## config.mk

```make
export PLATFORM = sky130hd
export DESIGN_NAME = led_serial_encoder
export DESIGN_NICKNAME = d
export VERILOG_FILES = /design/src/rtl/led_serial_encoder_pkg.sv /design/src/rtl/led_serial_encoder_phase_timer.sv /design/src/rtl/led_serial_encoder.sv
export SDC_FILE = /design/constraint.sdc
export NUM_CORES = 1
export LEC_CHECK = 0
export ABC_AREA = 1
export CORE_AREA = 2 2 72 74
export DETAILED_ROUTE_END_ITERATION = 10
export DIE_AREA = 0 0 74 76
export MAX_ROUTING_LAYER = met4
export PLACE_DENSITY = 0.79
export SYNTH_ARGS = -nofsm -noshare
export SYNTH_HDL_FRONTEND = slang
export SYNTH_SLANG_ARGS = --single-unit
```

## constraint.sdc

```tcl
create_clock -name i_clk -period 2 [get_ports i_clk]
set_clock_uncertainty 0.1 [all_clocks]
set_input_delay 0.3 -clock i_clk [delete_from_list [all_inputs] [get_ports i_clk]]
set_output_delay 0.3 -clock i_clk [all_outputs]
set_load 0.005 [all_outputs]
```

## src/rtl/led_serial_encoder_pkg.sv

```systemverilog
// rtl/led_serial_encoder_pkg.sv - shared types and default timings for the LED single-wire transmit path
//
// Contents:
//   led_tx_state_e  encoder FSM states {IDLE, HIGH, LOW, LATCH}
//   led_tx_word_t   one accepted pixel word with its end-of-frame marker
//   *_DEF           default bit and latch timings in clock cycles; the receive
//                   side derives its decode threshold from the same values
package led_serial_encoder_pkg;

    typedef enum logic [1:0] {
        IDLE  = 2'd0,
        HIGH  = 2'd1,
        LOW   = 2'd2,
        LATCH = 2'd3
    } led_tx_state_e;

    typedef struct packed {
        logic [23:0] pixel;
        logic        last;
    } led_tx_word_t;

    localparam int T0H_DEF    = 20;
    localparam int T1H_DEF    = 40;
    localparam int TBIT_DEF   = 63;
    localparam int TRESET_DEF = 2500;

endpackage

```

## src/rtl/led_serial_encoder_phase_timer.sv

```systemverilog
// rtl/led_serial_encoder_phase_timer.sv - loadable down-counter timing the HIGH, LOW and LATCH phases
//
// Module led_phase_timer. Loading value N makes tc_o assert N cycles later,
// so a phase lasting D cycles is loaded with D-1 on the edge that enters it.
// Ports:
//   clk_i      clock
//   rst_i      synchronous reset, active-high; clears the count
//   load_i     load value_i on this edge (has priority over counting)
//   value_i    load value
//   tc_o       terminal count: the count is zero
module led_phase_timer #(
    parameter int CWIDTH = 12
) (
    input  logic              clk_i,
    input  logic              rst_i,
    input  logic              load_i,
    input  logic [CWIDTH-1:0] value_i,
    output logic              tc_o
);

    logic [CWIDTH-1:0] count_q;

    always_ff @(posedge clk_i) begin
        if (rst_i) begin
            count_q <= '0;
        end else if (load_i) begin
            count_q <= value_i;
        end else if (count_q != '0) begin
            count_q <= count_q - 1'b1;
        end
    end

    assign tc_o = (count_q == '0);

endmodule

```

## src/rtl/led_serial_encoder.sv

```systemverilog
// rtl/led_serial_encoder.sv - single-wire NRZ pulse-width LED transmitter with frame latch
//
// Accepts 24-bit pixel words (bit 23 first) over valid/ready and drives a
// short high pulse for 0 bits and a long one for 1 bits, each bit TBIT cycles.
// After a word flagged last the line is held low for TRESET cycles and o_done
// pulses on the final latch cycle.
// Build option: LED_TX_PREFETCH_EN adds a one-entry holding buffer so that
// consecutive words are sent with no gap; without it the encoder only accepts
// in IDLE and each following word costs one extra low cycle.
// Ports:
//   i_clk, i_reset      clock, synchronous active-high reset
//   i_pixel, i_last     word and end-of-frame flag, qualified by i_valid
//   i_valid, o_ready    handshake; transfer when both are high
//   o_serial            encoded line (registered)
//   o_busy              a word or latch is in progress
//   o_done              one-cycle pulse on the last latch cycle
module led_serial_encoder
    import led_serial_encoder_pkg::*;
#(
    parameter int T0H    = T0H_DEF,
    parameter int T1H    = T1H_DEF,
    parameter int TBIT   = TBIT_DEF,
    parameter int TRESET = TRESET_DEF
) (
    input  logic        i_clk,
    input  logic        i_reset,
    input  logic [23:0] i_pixel,
    input  logic        i_valid,
    input  logic        i_last,
    output logic        o_ready,
    output logic        o_serial,
    output logic        o_busy,
    output logic        o_done
);

    localparam int CWIDTH = $clog2(((TBIT > TRESET) ? TBIT : TRESET) + 1);

    localparam logic [1:0] S_IDLE  = IDLE;
    localparam logic [1:0] S_HIGH  = HIGH;
    localparam logic [1:0] S_LOW   = LOW;
    localparam logic [1:0] S_LATCH = LATCH;

    if (!(T0H > 0 && T0H < T1H && T1H < TBIT)) begin : g_bad_bit_timing
        $fatal(1, "led_serial_encoder: bit timing must satisfy 0 < T0H < T1H < TBIT");
    end
    if (TRESET < TBIT) begin : g_bad_latch_timing
        $fatal(1, "led_serial_encoder: TRESET must be at least TBIT");
    end

    // Timer load values are one less than the phase length (see led_phase_timer).
    function automatic logic [CWIDTH-1:0] high_load(input logic b);
        return b ? CWIDTH'(T1H - 1) : CWIDTH'(T0H - 1);
    endfunction

    function automatic logic [CWIDTH-1:0] low_load(input logic b);
        return b ? CWIDTH'(TBIT - T1H - 1) : CWIDTH'(TBIT - T0H - 1);
    endfunction

    logic [1:0]        state_q, state_d;
    logic [23:0]       shift_q, shift_d;
    logic [4:0]        idx_q, idx_d;
    logic              last_q, last_d;
    logic              serial_q;

    logic              tmr_load;
    logic [CWIDTH-1:0] tmr_value;
    logic              tmr_tc;

    logic              ready;
    logic              xfer;
    logic              have_next;
    led_tx_word_t      next_word;
    logic              start_word;
    logic              done;

    led_phase_timer #(
        .CWIDTH (CWIDTH)
    ) u_timer (
        .clk_i   (i_clk),
        .rst_i   (i_reset),
        .load_i  (tmr_load),
        .value_i (tmr_value),
        .tc_o    (tmr_tc)
    );

`ifdef LED_TX_PREFETCH_EN
    led_tx_word_t buf_q, buf_d;
    logic         buf_valid_q, buf_valid_d;

    assign ready     = !i_reset && !buf_valid_q && (state_q != S_LATCH);
    assign xfer      = i_valid && ready;
    // A buffered word always goes before a word arriving this cycle.
    assign have_next = buf_valid_q || xfer;
    assign next_word = buf_valid_q ? buf_q : '{pixel: i_pixel, last: i_last};

    always_comb begin
        buf_d       = buf_q;
        buf_valid_d = buf_valid_q;
        if (start_word && !xfer) begin
            buf_valid_d = 1'b0;
        end
        // A word not started directly parks in the buffer; this includes a
        // word arriving on the cycle the FSM enters LATCH.
        if (xfer && !start_word) begin
            buf_d       = '{pixel: i_pixel, last: i_last};
            buf_valid_d = 1'b1;
        end
    end

    always_ff @(posedge i_clk) begin
        if (i_reset) begin
            buf_q       <= '0;
            buf_valid_q <= 1'b0;
        end else begin
            buf_q       <= buf_d;
            buf_valid_q <= buf_valid_d;
        end
    end
`else
    assign ready     = !i_reset && (state_q == S_IDLE);
    assign xfer      = i_valid && ready;
    assign have_next = xfer;
    assign next_word = '{pixel: i_pixel, last: i_last};
`endif

    always_comb begin
        state_d    = state_q;
        shift_d    = shift_q;
        idx_d      = idx_q;
        last_d     = last_q;
        tmr_load   = 1'b0;
        tmr_value  = '0;
        start_word = 1'b0;
        done       = 1'b0;

        case (state_q)
            S_IDLE: begin
                if (have_next) begin
                    start_word = 1'b1;
                end
            end
            S_HIGH: begin
                if (tmr_tc) begin
                    state_d   = S_LOW;
                    tmr_load  = 1'b1;
                    tmr_value = low_load(shift_q[23]);
                end
            end
            S_LOW: begin
                if (tmr_tc) begin
                    if (idx_q != 5'd0) begin
                        idx_d     = idx_q - 5'd1;
                        shift_d   = {shift_q[22:0], 1'b0};
                        state_d   = S_HIGH;
                        tmr_load  = 1'b1;
                        tmr_value = high_load(shift_q[22]);
                    end else if (last_q) begin
                        state_d   = S_LATCH;
                        tmr_load  = 1'b1;
                        tmr_value = CWIDTH'(TRESET - 1);
                    end else if (have_next) begin
                        start_word = 1'b1;
                    end else begin
                        // Underrun: idle with the line low; the source owns
                        // any resulting early latch.
                        state_d = S_IDLE;
                    end
                end
            end
            S_LATCH: begin
                if (tmr_tc) begin
                    done    = 1'b1;
                    state_d = S_IDLE;
                end
            end
            default: begin
                state_d = S_IDLE;
            end
        endcase

        if (start_word) begin
            state_d   = S_HIGH;
            shift_d   = next_word.pixel;
            idx_d     = 5'd23;
            last_d    = next_word.last;
            tmr_load  = 1'b1;
            tmr_value = high_load(next_word.pixel[23]);
        end
    end

    always_ff @(posedge i_clk) begin
        if (i_reset) begin
            state_q  <= S_IDLE;
            shift_q  <= '0;
            idx_q    <= '0;
            last_q   <= 1'b0;
            serial_q <= 1'b0;
        end else begin
            state_q  <= state_d;
            shift_q  <= shift_d;
            idx_q    <= idx_d;
            last_q   <= last_d;
            // Registered so the line never sees state-decode glitches.
            serial_q <= (state_d == S_HIGH);
        end
    end

    assign o_ready  = ready;
    assign o_serial = serial_q;
    assign o_busy   = (state_q != S_IDLE);
    assign o_done   = done && !i_reset;

endmodule

```

Yosys cells after proc, flatten, opt, wreduce, memory -nomap -nowiden
Cells that the tools add are included.

word-level totals
  register bits after elaboration = 45
  bits in latches = 0
  bits in writable memories = 0
  ROM bits = 0
  input bits = 28
  output and inout port bits = 4
  word-level logic and storage cells = 68
  memories kept = 0

cells by class
  $add $sub $neg = 2
  $mul = 0
  divide/modulo/power cells = 0
  order comparisons = 0
  equal/unequal tests = 4
  shifts and indexed selects = 0
  multiplexer cells = 39
  bitwise gates (word level) = 0
  reduce and logical (&&, ||, !) cells = 16

operator list
  cell                     number
  $mux W24                 4
  $mux W12                 6
  $mux W6                  4
  $pmux W12 S2             1
  $mux W5                  4
  $mux W2                  7
  $logic_not A12 Y1        1
  $reduce_bool A12 Y1      1
  $sub A12 B1 Y12 const B  1
  $mux W1                  10
  $reduce_bool A2 Y1       5
  $pmux W2 S3              1
  $reduce_and A3 Y1        2
  $reduce_bool A5 Y1       1
  $sub A5 B1 Y5 const B    1
  $eq A2 B1 Y1 const B     2
  $eq A2 B2 Y1 const B     2
  $pmux W1 S2              2
  $logic_and A1 B1 Y1      3
  $logic_not A2 Y1         1
  $reduce_or A2 Y1         1
  $logic_not A1 Y1         1

Logic depth before layout (Yosys ltp)
  word-level depth = 10
  depth in mapped cells = 15
  gate-level depth less buffers = 15

Cells and area by module
Synthesis repeated with hierarchy kept, for this count alone.

unflattened totals
  cell total of the unflattened synthesis = 431
  area total of the unflattened synthesis = 2,825.2 um^2

by module, submodules not included
  module              instances  cells an instance  area an instance (um^2)  seq. area each (um^2)
  led_serial_encoder  1          291                1,965.6                  660.6
  led_phase_timer     1          140                859.6                    240.2

Worst setup path before layout
OpenSTA, ideal clock, no wires.

  kind = reg-to-reg
  start point = reg u_timer.count_q[0]
  end point = reg idx_q[0]
  library setup time = 113 ps
  arrival = 1,535 ps
  data required time = 1,787 ps
  path slack = 252 ps
  cell stages (with the launch flop) = 13
  path buffers = 1
  period minus slack after synthesis = 1,748 ps
  cells stage by stage = dfxtp_1 inv_1 ha_1 inv_1 nor2_1 nand3_2 nor2_8 nand3_4 nand2_4 buf_6 nor2_1 o21ai_1 inv_1

between the ends
  cells in the longest elaborated chain, start to end = 5
  elaborated cells on any way between the ends = 8
  classes of those cells = mux: 3; reduce/logical: 5

RTL lines
  item                                 RTL line                              text
  from (decl)                          led_serial_encoder_phase_timer.sv:21  logic [CWIDTH-1:0] count_q;
  from (signal assigned)               led_serial_encoder_phase_timer.sv:27  count_q <= value_i;
  from (signal assigned)               led_serial_encoder_phase_timer.sv:29  count_q <= count_q - 1'b1;
  $logic_not A12 Y1 (*)                led_serial_encoder_phase_timer.sv:33  assign tc_o = (count_q == '0);
  $mux W1                              led_serial_encoder.sv:150             if (tmr_tc) begin
  $pmux W1 S2                          led_serial_encoder.sv:136             case (state_q)
  $reduce_bool A2 Y1 (no source line)  n/a
  $reduce_and A3 Y1 (no source line)   n/a
  to (signal assigned)                 led_serial_encoder.sv:201             idx_q <= idx_d;
  to (decl)                            led_serial_encoder.sv:61              logic [4:0] idx_q, idx_d;

Every way passes the cells marked *; elsewhere a longest branch is shown, timed or not.
A chain may end at the register's enable or synchronous reset.

Worst setup path in the final report
  start point = reg state_q[0]
  end point = out o_busy

between the ends
  cells in the longest elaborated chain, start to end = 1

RTL lines
  item                    RTL line                   text
  from (decl)             led_serial_encoder.sv:59   logic [1:0] state_q, state_d;
  from (signal assigned)  led_serial_encoder.sv:199  state_q <= state_d;
  $reduce_bool A2 Y1      led_serial_encoder.sv:210  assign o_busy = (state_q != S_IDLE);
  to (decl)               led_serial_encoder.sv:32   output logic o_busy,

Every way passes these cells.

==> results.rst <==
.. list-table::
   :header-rows: 1

   * - Metric
     - Value
   * - H-Tree Depth
     - 2
   * - Result of the run
     - complete, no violations
   * - Cell family with most CP delay
     - buffers and inverters
   * - Total via count after detailed routing
     - 2671
   * - Area fraction of the dominant cell type after synthesis
     - 33.87%
   * - Final core utilization
     - 70.73%
   * - Cell taking the most area after synthesis
     - sky130_fd_sc_hd__dfxtp_1
   * - Clock transition at the register clock pins on the worst setup and hold paths after CTS
     - 90 ps
   * - Critical Path Start Type
     - flip-flop
   * - Share of synthesized area occupied by flip-flops and latches
     - 33.87%
   * - Most common library cell in the layout ignoring fill and taps
     - sky130_fd_sc_hd__nand2_1
   * - Horiz. Die Dim
     - 74 um
   * - Post-route clock period utilization
     - 94.72%
   * - Synthesized flop and latch total
     - 45
   * - Required time worst endpoint
     - 1600 ps
   * - Reg2Reg Launch Point
     - u_timer.count_q[0]$_SDFFE_PP0P_
   * - Number of hold buffers added after CTS
     - 0
   * - Overflow left after global routing
     - 0
   * - End of the worst register-to-register path
     - shift_q[9]$_SDFFE_PP0P_
   * - Maximum single-stage delay on the critical path
     - 500 ps
   * - Slew at the pin closest to its max-slew limit
     - 465.5 ps
   * - Post-DP HPWL
     - 4532 um
   * - Layout overhead on the synthesized area
     - 30.62%
   * - Vias per std cell
     - 5.258
   * - Drt first-iter violations
     - 117
   * - Vertical die dimension
     - 76 um
   * - Fraction of final layout cells with drive strength greater than 1
     - 18.95%
   * - Multi-input gate area in the final layout
     - 1614 um2
   * - R2r worst-path depth
     - 12
   * - Average wire length per cell after detail routing
     - 13.40 um
   * - Post-Layout Cell Count
     - 508
   * - # placed instances
     - 487
   * - Vias in the first global route
     - 2415
   * - Count of standard-cell rows
     - 26
   * - Maximum buffer depth of the clock tree
     - 2
   * - Combined flip-flop and latch cell area
     - 908.4 um2
   * - Core ar.
     - 4912 um2
   * - Highest fanout seen on the critical path
     - 4
   * - Worst-skew pair later-pin latency
     - 310 ps
   * - Post-detailed-routing wire length
     - 6808 um
   * - All-layer global routing usage
     - 24.13%
   * - Hold violation total from the final report
     - 0
   * - Peak VDD IR
     - 0.0004893 V
   * - Critical path type
     - reg2out
   * - Filler Cell Count
     - 403
   * - Residual DRC count
     - 0
   * - Clock buffer count from CTS
     - 5
   * - DRT antenna net count
     - 0
   * - Critical-path cell with the highest stage delay
     - sky130_fd_sc_hd__clkdlybuf4s50_1
   * - Maximum number of pins on one net before global-route repair
     - 34
   * - Headroom to the max-slew limit
     - 68.80%
   * - Min Clock Period, post-route
     - 1894 ps
   * - Clock tree from TritonCTS
     - yes
   * - Yosys warning count
     - 0
   * - Cells taking the most area after synthesis
     - sky130_fd_sc_hd__dfxtp_1, sky130_fd_sc_hd__nand2_1, sky130_fd_sc_hd__a31oi_1
   * - Avg Synthesized Cell Area
     - 6.927 um2
   * - Post-synth cell types
     - 32
   * - Number of search-and-repair iterations in the first detailed-routing pass
     - 5
   * - Synthesized area
     - 2660 um2
   * - Final antenna diode count
     - 0
   * - Count of buffers from port buffering
     - 31
   * - WP buf/inv
     - 3
   * - Reg-to-reg setup timing slack
     - 110 ps
   * - Critical Path Stages
     - 4
   * - Die Outline Area
     - 5624 um2
   * - Data arrival time of the worst path
     - 1490 ps
   * - Critical path launch point
     - state_q[0]$_SDFF_PP0_
   * - Sink count of the clock tree
     - 45
   * - Mapped Nets
     - 421
   * - Commonest non-fill, non-tap cells in the layout
     - sky130_fd_sc_hd__nand2_1, sky130_fd_sc_hd__dfxtp_1, sky130_fd_sc_hd__nor2_1, sky130_fd_sc_hd__clkdlybuf4s50_1, sky130_fd_sc_hd__inv_1
   * - Placer's final routability congestion estimate
     - 0.9205
   * - Worst-path cell chain
     - inv_2 -> ha_4 -> inv_1 -> clkdlybuf4s50_1
   * - Number of max-cap violations
     - 0
   * - Leakage power of the design
     - 1.530 nW
   * - Synthesized netlist cell count
     - 384
   * - Type of the most critical hold path
     - reg2reg
   * - Final Setup Violations
     - 0
   * - Timing-limited maximum frequency
     - 527.9 MHz
   * - Starting density of the core
     - 54.15%
   * - Endpoint of the worst setup timing path
     - o_busy
   * - Number of antenna violations at the first check in global routing
     - 0
   * - Root buffer cell
     - sky130_fd_sc_hd__clkbuf_8
   * - Setup crit end kind
     - primary output
   * - Layout net count
     - 474
   * - Number of top-level pins
     - 32
   * - PD cells
     - 1135 nW/um2
   * - Total count of max-transition violations in the final report
     - 0
   * - First-pass GRT wire length
     - 10540 um
==> power breakdown <==
part	total, W	internal [W]	switching [W]
combinational	0.00212	0.000923	0.00120
sequential	0.00123	0.00107	0.000160
clock	0.000585	0.000247	0.000338
==> synth_stat cells, drive strengths merged <==
master	instances
nor3	6
inv	37
xnor2	2
nand2	113
nand4	2
clkbuf	5
nor2	45
nand3	31
a21oi	9
o211a	1
or2	2
dfxtp	45
ha	9
buf	10
o21ai	35
a31oi	24
nor3b	1
nor4	2
nand3b	2
xor2	3
==> cell type report <==
class / instances / area share (%)
multi-input cells: 287 / 46.45
repair buffers: 61 / 18.29
well taps: 70 / 2.521
inverters: 37 / 4.069
clock inverters: 2 / 0.4321
clock buffers: 6 / 2.089
flip-flops and latches: 45 / 26.14
==> logic make-up after synthesis <==
kind of cell	share of synthesized area, %
and+or+nand+nor	37.11
adders and majority gates	4.233
buffers and inverters	8.843
xor gates and xnor gates	1.647
DFF	33.87
AOI/OAI and AO/OA	14.30
==> timing repair <==
action | 4_1_cts | 5_1_grt
resized for setup | 11 | 27
cloned | 0 | 3
buffers inserted | 3 | 7
pin swaps | 3 | 10
endpoints found under the setup margin | 3 | 41
==> metrics by stage <==
step                hold slack [ps]  power, W  setup TNS (ps)  instance area (um2)  setup WS (ps)
finish                        381.3  0.003943               0                 3475          105.7
global route                  400.6  0.004248          -218.4                 3475         -45.72
CTS                           382.9  0.003686          -22.05                 3248         -22.05
detailed placement            368.6  0.003024          -64.98                 3114         -64.98
global placement              363.4  0.003001          -35.63                 3114         -35.63
floorplan                     348.3  0.002524               0                 2660          251.9
==> worst register-to-register path: cells and delay by family (launching register included) <==
family                   cells  cell delay, ps
flip-flops                   1             330
buffers and inverters        4             390
AND/OR/NAND/NOR              5             650
AO/OA/AOI/OAI                2             210
adder cells (fa/ha/maj)      1             130
==> worst min path at each step <==
stage / from / to / slack, ps / depth (start not counted)
6_report: shift_q[21]$_SDFFE_PP0P_ / shift_q[22]$_SDFFE_PP0P_ / 380 / 2
5_1_grt: shift_q[21]$_SDFFE_PP0P_ / shift_q[22]$_SDFFE_PP0P_ / 400 / 2
4_1_cts: shift_q[21]$_SDFFE_PP0P_ / shift_q[22]$_SDFFE_PP0P_ / 380 / 2
3_5_place_dp: shift_q[21]$_SDFFE_PP0P_ / shift_q[22]$_SDFFE_PP0P_ / 370 / 2
3_3_place_gp: shift_q[19]$_SDFFE_PP0P_ / shift_q[20]$_SDFFE_PP0P_ / 360 / 2
2_1_floorplan: i_pixel[0] / shift_q[0]$_SDFFE_PP0P_ / 350 / 2
==> routing by layer <==
layer,GRT usage [%],share of wire [%],vias up
met4,8.545,2.2,0
met5,-,0,-
li1,-,-,1365
met1,30.04,41,1215
met3,4.101,4.2,16
met2,38.93,52,75
==> sequential cells by signal (all words and copies together), names as in the netlist <==
register         cells
shift_q             24
u_timer.count_q     12
idx_q                5
state_q              2
last_q               1
o_serial             1
No activity file was read; power rests on OpenSTA's default activity.
